--- config.mk ---
export PLATFORM = sky130hd
export DESIGN_NAME = sd_dat_read_seq
export DESIGN_NICKNAME = d
export VERILOG_FILES = /design/src/rtl/sd_dat_read_seq.sv
export SDC_FILE = /design/constraint.sdc
export NUM_CORES = 1
export LEC_CHECK = 0
export ABC_AREA = 1
export CAP_MARGIN = 15
export CORE_MARGIN = 3
export CORE_UTILIZATION = 52
export DETAILED_ROUTE_END_ITERATION = 8
export PLACE_DENSITY = 0.74
export SETUP_SLACK_MARGIN = 0.02
export SLEW_MARGIN = 25
export SYNTH_ARGS = -nofsm -noshare
export SYNTH_HDL_FRONTEND = slang
export SYNTH_SLANG_ARGS = --single-unit
export TNS_END_PERCENT = 100
--- constraint.sdc ---
create_clock -name clk_i -period 5.88 [get_ports clk_i]
set_input_delay 0.882 -clock clk_i [delete_from_list [all_inputs] [get_ports clk_i]]
set_output_delay 0.882 -clock clk_i [all_outputs]
set_load 0.01 [all_outputs]
--- src/rtl/sd_dat_read_seq.sv ---
// sd_dat_read_seq
// Sequences one single-lane (DAT0) SD read data block. All sampling and state
// advance happen only on cycles where sd_clk_en_i is high ("ticks").
// Flow: wait for start bit -> deserialise block_len_i bytes MSB-first
// (driving the external CRC16 unit's shift enable) -> receive 16 CRC bits and
// compare against the latched CRC16 value -> sample end bit -> report status.
//
// Ports:
//   clk_i, rst_i      system clock, asynchronous active-high reset
//   sd_clk_en_i       SD bit-time strobe
//   start_i           one-cycle pulse, arms a read (only in IDLE/DONE)
//   abort_i           cancels any operation (priority over start_i)
//   block_len_i       bytes per block, sampled at start_i (0 means 1)
//   timeout_i         max ticks to wait for start bit, sampled at start_i
//   dat_ser_i         DAT0 line
//   crc16_i           current value of the external CRC16 register
//   crc_shift_o       CRC16 shift enable (low clears the unit on a tick)
//   data_o            deserialised byte
//   data_valid_o      one-cycle pulse, data_o valid
//   busy_o            high from accepted start_i until DONE
//   done_o            one-cycle pulse on entering DONE
//   crc_err_o, end_err_o, timeout_o   status flags, held until next start
//
// Handshake: start_i is a request-only pulse (no ready); it is accepted when
// state is IDLE or DONE and abort_i is low, dropped otherwise. data_valid_o
// and done_o are single-cycle strobes with no back-pressure; the sink must
// take data_o on the cycle data_valid_o is high.
module sd_dat_read_seq #(
  parameter int LEN_W = 12,
  parameter int TO_W  = 24
) (
  input  logic             clk_i,
  input  logic             rst_i,
  input  logic             sd_clk_en_i,
  input  logic             start_i,
  input  logic             abort_i,
  input  logic [LEN_W-1:0] block_len_i,
  input  logic [TO_W-1:0]  timeout_i,
  input  logic             dat_ser_i,
  input  logic [15:0]      crc16_i,
  output logic             crc_shift_o,
  output logic [7:0]       data_o,
  output logic             data_valid_o,
  output logic             busy_o,
  output logic             done_o,
  output logic             crc_err_o,
  output logic             end_err_o,
  output logic             timeout_o
);

  typedef enum logic [2:0] {
    S_IDLE, S_WAIT_START, S_DATA, S_CRC, S_END, S_DONE
  } state_t;

  localparam logic [LEN_W+2:0] BIT_ONE = 1;
  localparam logic [LEN_W-1:0] LEN_ONE = 1;
  localparam logic [TO_W-1:0]  TO_ONE  = 1;

  // State register is a named signal so checkers can bind to it directly.
  state_t           state;
  logic [LEN_W-1:0] len_q;
  logic [TO_W-1:0]  to_lim_q;
  logic [TO_W-1:0]  to_cnt_q;
  logic [LEN_W+2:0] bit_cnt_q;
  logic [7:0]       byte_sr_q;
  logic [3:0]       crc_cnt_q;
  logic [15:0]      exp_crc_q;
  logic [15:0]      rx_crc_q;

  logic             tick;
  logic [LEN_W+2:0] last_bit;
  logic [7:0]       byte_next;
  logic [TO_W-1:0]  to_cnt_next;
  logic             to_hit;

  assign tick        = sd_clk_en_i;
  assign last_bit    = {len_q, 3'b000} - BIT_ONE;
  assign byte_next   = {byte_sr_q[6:0], dat_ser_i};
  assign to_cnt_next = to_cnt_q + TO_ONE;
  // A zero limit times out on the very first idle tick.
  assign to_hit      = (to_lim_q == '0) || (to_cnt_next == to_lim_q);

  // The CRC unit must shift on every DATA tick, so this is a direct decode of
  // the state register rather than a registered copy.
  assign crc_shift_o = (state == S_DATA);

  always_ff @(posedge clk_i or posedge rst_i) begin
    if (rst_i) begin
      state        <= S_IDLE;
      len_q        <= '0;
      to_lim_q     <= '0;
      to_cnt_q     <= '0;
      bit_cnt_q    <= '0;
      byte_sr_q    <= '0;
      crc_cnt_q    <= '0;
      exp_crc_q    <= '0;
      rx_crc_q     <= '0;
      data_o       <= '0;
      data_valid_o <= 1'b0;
      busy_o       <= 1'b0;
      done_o       <= 1'b0;
      crc_err_o    <= 1'b0;
      end_err_o    <= 1'b0;
      timeout_o    <= 1'b0;
    end else begin
      // Strobes default low so they never repeat on non-tick cycles.
      data_valid_o <= 1'b0;
      done_o       <= 1'b0;
      if (abort_i) begin
        state     <= S_IDLE;
        busy_o    <= 1'b0;
        crc_err_o <= 1'b0;
        end_err_o <= 1'b0;
        timeout_o <= 1'b0;
      end else begin
        case (state)
          S_IDLE, S_DONE: begin
            if (start_i) begin
              state     <= S_WAIT_START;
              busy_o    <= 1'b1;
              crc_err_o <= 1'b0;
              end_err_o <= 1'b0;
              timeout_o <= 1'b0;
              len_q     <= (block_len_i == '0) ? LEN_ONE : block_len_i;
              to_lim_q  <= timeout_i;
              to_cnt_q  <= '0;
              bit_cnt_q <= '0;
              crc_cnt_q <= '0;
              byte_sr_q <= '0;
              rx_crc_q  <= '0;
            end
          end
          S_WAIT_START: begin
            if (tick) begin
              if (!dat_ser_i) begin
                state     <= S_DATA;
                bit_cnt_q <= '0;
              end else if (to_hit) begin
                // Counter parks at the compare point.
                to_cnt_q  <= to_lim_q;
                timeout_o <= 1'b1;
                state     <= S_DONE;
                done_o    <= 1'b1;
                busy_o    <= 1'b0;
              end else begin
                to_cnt_q <= to_cnt_next;
              end
            end
          end
          S_DATA: begin
            if (tick) begin
              byte_sr_q <= byte_next;
              bit_cnt_q <= bit_cnt_q + BIT_ONE;
              if (bit_cnt_q[2:0] == 3'd7) begin
                data_o       <= byte_next;
                data_valid_o <= 1'b1;
              end
              if (bit_cnt_q == last_bit) begin
                state     <= S_CRC;
                crc_cnt_q <= '0;
              end
            end
          end
          S_CRC: begin
            if (tick) begin
              // crc16_i still holds the final value on the first CRC tick;
              // the unit clears on this same edge because shift is low.
              if (crc_cnt_q == 4'd0) exp_crc_q <= crc16_i;
              rx_crc_q  <= {rx_crc_q[14:0], dat_ser_i};
              crc_cnt_q <= crc_cnt_q + 4'd1;
              if (crc_cnt_q == 4'd15) state <= S_END;
            end
          end
          S_END: begin
            if (tick) begin
              end_err_o <= ~dat_ser_i;
              crc_err_o <= (rx_crc_q != exp_crc_q);
              state     <= S_DONE;
              done_o    <= 1'b1;
              busy_o    <= 1'b0;
            end
          end
          default: begin
            state  <= S_IDLE;
            busy_o <= 1'b0;
          end
        endcase
      end
    end
  end

endmodule

Word-level counts from Yosys, hierarchy flattened
Cells that the tools add are included.
- bits in registers: 135
- input bits: 58
- $add $sub $neg: 4
- equality and inequality tests: 28
- multiplexer cells: 62
- bitwise logic cells: 2
- reductions and logical operators: 26
- operators with widths (operator ; count):
    two-way mux 24 bit ; 4
    two-way mux 15 bit ; 4
    one-hot mux 24 bit (2 select lines) ; 1
    one-hot mux 15 bit (3 select lines) ; 1
    two-way mux 16 bit ; 2
    one-hot mux 16 bit (2 select lines) ; 1
    two-way mux 3 bit ; 10
    adder 24 x 1 -> 24 bit, second input constant ; 1
    == test 24 bit ; 1
    zero test 24 bit ; 1
    two-way mux 1 bit ; 24
    inequality test 3 bit, second input constant ; 8
    AND reduction 6 bit ; 3
    two-way mux 4 bit ; 4
    inequality test 16 bit ; 1
    AND reduction 4 bit ; 4
    adder 15 x 1 -> 15 bit, second input constant ; 1
    == test 15 bit ; 1
    one-hot mux 3 bit (5 select lines) ; 1
    subtractor 15 x 1 -> 15 bit, second input constant ; 1
    two-way mux 7 bit ; 2
    one-hot mux 7 bit (2 select lines) ; 1
    zero test 12 bit ; 1
    two-way mux 12 bit ; 1
    22 further kinds ; 43

Longest topological paths before layout
- depth after elaboration: 8
- gate-level depth with buffers: 21
- mapped depth without buffers: 20

Worst setup path before layout
OpenSTA, ideal clock, no wires.
- kind: register to register
- start point: register to_cnt_q[1]
- end point: register to_cnt_q[15]
- library setup time: 134 ps
- arrival: 2141 ps
- required time: 5746 ps
- slack: 3605 ps
- cell stages (with the launch flop): 21
- buffers on the path: 2
- clock period less this slack: 2275 ps
- path through: dfrtp_1 ha_1 nand2_2 nor2_4 nand2_2 nor2_4 nand2_1 nand2_1 nand2_1 nand2_1 nand2_1 nor2_1 nand2_1 nor2_1 nand2_1 nand2_1 buf_6 buf_4 nand2_1 nand3_1 o21ai_0
- word-level cells in the longest chain between the ends: 7
- RTL lines (item ; line ; source):
    from (decl) ; 63 ; logic [TO_W-1:0] to_cnt_q;
    from (signal assigned) ; 140 ; to_cnt_q <= to_lim_q;
    from (signal assigned) ; 146 ; to_cnt_q <= to_cnt_next;
    adder 24 x 1 -> 24 bit * ; 79 ; assign to_cnt_next = to_cnt_q + TO_ONE;
    == test 24 bit ; 81 ; assign to_hit = (to_lim_q == '0) || (to_cnt_next == to_lim_q);
    logical OR 1 bit ; 81 ;
    two-way mux 24 bit * ; 138 ; end else if (to_hit) begin
    two-way mux 24 bit * ; 135 ; if (!dat_ser_i) begin
    two-way mux 24 bit * ; 134 ; if (tick) begin
    one-hot mux 24 bit (2 select lines) * ; 116 ; case (state)
Mark *: on every way between the ends. The rest lies on a longest branch, timed or not. The select of a mux whose other input is x is not followed.
A chain may end at the register's enable or synchronous reset.

Worst setup path after layout
- start point: input port abort_i
- end point: register to_lim_q[18]
- word-level cells in the longest chain between the ends: 2
- RTL lines (item ; line ; source):
    from (decl) ; 36 ; input logic abort_i,
    inverter 1 bit (no source line) ; - ;
    AND reduction 3 bit (no source line) ; - ;
    to (signal assigned) ; 125 ; to_lim_q <= timeout_i;
    to (decl) ; 62 ; logic [TO_W-1:0] to_lim_q;
Every way passes these cells.

==> results.md <==
- CTS Buffer Depth: 2
- Final instance area: 9030 um^2
- Unique cell type count in the Yosys netlist: 38
- First-pass GRT wire length: 31.1 mm
- Sequential area share after synthesis: 44.7%
- TNS Setup: 0 ps
- Fin crit period: 3150 ps
- Area growth from synthesis to layout: 19.4%
- Largest net degree at the start of global routing: 89
- CTS root buf: clkbuf_16
- Crit path launch type: primary input
- Die Width: 127 um
- RSZ-0062 raised after global routing: false
- # Max-Cap Violations: 0
- DIE HEIGHT: 127 um
- DR iter-0 viols: 740
- Clock Skew: 8.16 ps
- Final setup violation count: 0
- N_diodes: 0
- CP Max Fanout: 64
- GRT Total Usage: 23.7%
- Total Wirelength: 18.3 mm
- FMAX: 318 MHz
- Status: finished clean
- Routed vias: 6810
- Vias in the first global route: 6448
- Placement Cell Area: 8460 um^2
- Clk slew on worst S/H paths: 60 ps
- Pwr Density: 374 nW/um^2
- Die area: 16000 um^2
- CTS tree: yes
- Final period util: 53.5%
- DPL Wire Length: 12.9 mm
- Total Power: 3.38 mW
- Share of post-route cells with drive strength above 1: 7.06%
- Slew HR: 34.3%
- Commonest non-fill, non-tap cell in the layout: nand2_1
- Worst Path Arrival: 3470 ps
- DRT Pass-1 Iters: 8
- Port Buf Inserts: 72
- Critical path required time: 6210 ps
- Synth Net Count: 1057
- Drt drc: 0
- Worst min-delay path category: reg2reg
- Initial Utilization: 53.9%
- Setup CP Type: in2reg
- Setup WS post-layout: 2730 ps
- Row count: 43
- # clock sinks: 135
- Syn_area_per_cell: 7.62 um^2
- Via density: 5.42
- Peak supply drop: 0.240 mV
- Nets: 1129
- Antenna viol nets, final: 0
- Final Max Slew Viols: 0
- Final Hold Fails: 0
- Synth warn: 0
- Post-CTS setup buffer count: 0
- Leakage power total: 4.30 nW
- Initial antenna violation count: 0
- Final Util: 64.3%
- Place WS: 2320 ps
- Core area: 14000 um^2
- Worst slew pin tran: 983 ps
- CTS buffer count: 17
- CP Capture Type: flop
- Cell area after synthesis: 7570 um^2
- Synth Register Bits: 135
- Cts repair resizes: 0
- Clock latency on the worst-skew pair: 420 ps
- Most frequent cells in the layout: nand2_1 (256), dfrtp_1 (135), inv_1 (130), nand3_1 (97), nor2_1 (86)
- Mapped Cells: 993
- H-tree Lvls: 4
- IO Pins: 73
- RePlAce Congestion: 0.920
- CTS hold repair buffers: 0
- WL/cell: 14.6 um
- Gr ovfl total: 0
## cell families after synthesis
group	count (synthesis)	share of synthesized area (%)
AND/OR/NAND/NOR	501	29.0
buffers and inverters	157	8.20
AO/OA/AOI/OAI	143	10.2
flip-flops	135	44.7
XOR/XNOR	35	4.60
multiplexers	16	2.38
adder cells (fa/ha/maj)	6	0.992
## state kept, by name (all words and copies together), names as in the netlist, 3 cells and up
| register | count |
|---|---|
| bit_cnt_q | 15 |
| byte_sr_q | 7 |
| crc_cnt_q | 4 |
| data_o | 8 |
| exp_crc_q | 16 |
| len_q | 12 |
| rx_crc_q | 16 |
| state | 3 |
| to_cnt_q | 24 |
| to_lim_q | 24 |
## area by class of cell
cell class | instances | area [um^2]
tap | 180 | 225
sequential | 135 | 3380
fill | 1212 | 5010
inverter | 134 | 510
timing repair buffer | 76 | 751
clock buffer | 20 | 457
clock inverter | 11 | 114
multi-input combinational | 701 | 3600
## through the flow
step	std cells	hold WS, ps
after floorplan	993	464
after global placement	1226	463
after detailed placement	1226	460
after CTS	1257	474
after global routing	1257	487
final	1257	469
## report_power, final
group | internal [mW] | switching [mW]
clock network | 0.610 | 0.423
registers | 1.13 | 0.163
logic | 0.402 | 0.654
total | 2.14 | 1.24
## worst max-delay path, stage by stage
cell and delay, ps:
clkdlybuf4s50_1 680, inv_1 280, nand3_1 450, inv_2 860, nand2_1 160, o21ai_0 130
## metal layers
layer / part of all wire [%] / GRT usage [%]
met4: 1.9 / 8.20
met1: 45 / 32.1
met3: 5.3 / 5.52
met2: 47 / 37.7
met5: 0 / 0
## path summary, 6_finish.rpt
check | startpoint | end | slack (ps) | depth (start not counted)
max | abort_i | to_lim_q[18] | 2730 | 6
min | busy_o | busy_o | 470 | 2
max reg2reg | to_cnt_q[1] | to_cnt_q[3] | 2830 | 16
min reg2reg | busy_o | busy_o | 470 | 2
max in group asynchronous | rst_i | crc_cnt_q[0] | 3720 | 3
min in group asynchronous | rst_i | to_lim_q[19] | 990 | 2
## synth_stat cells, drive strengths merged
master / number / area share [%]
xnor2: 6 / 0.69
dfrtp: 135 / 45
a41oi: 1 / 0.12
nand3b: 1 / 0.099
or2: 2 / 0.17
o31ai: 2 / 0.20
a41o: 1 / 0.13
buf: 6 / 0.68
a31oi: 2 / 0.17
nand3: 99 / 6.7
inv: 134 / 6.7
and3: 1 / 0.083
ha: 6 / 0.99
nor2: 95 / 5.5
o21ai: 95 / 6.3
a2111oi: 1 / 0.12
nand4: 22 / 1.8
o22ai: 22 / 1.8
a21oi: 16 / 1.1
nor4: 11 / 0.91
nand2: 262 / 13
clkbuf: 17 / 0.84
o211ai: 2 / 0.20
mux2: 16 / 2.4
xor2: 26 / 3.0
a311oi: 1 / 0.12
xnor3: 3 / 0.89
nor3: 8 / 0.53
Note: power is estimated with default switching activity, not from simulation.
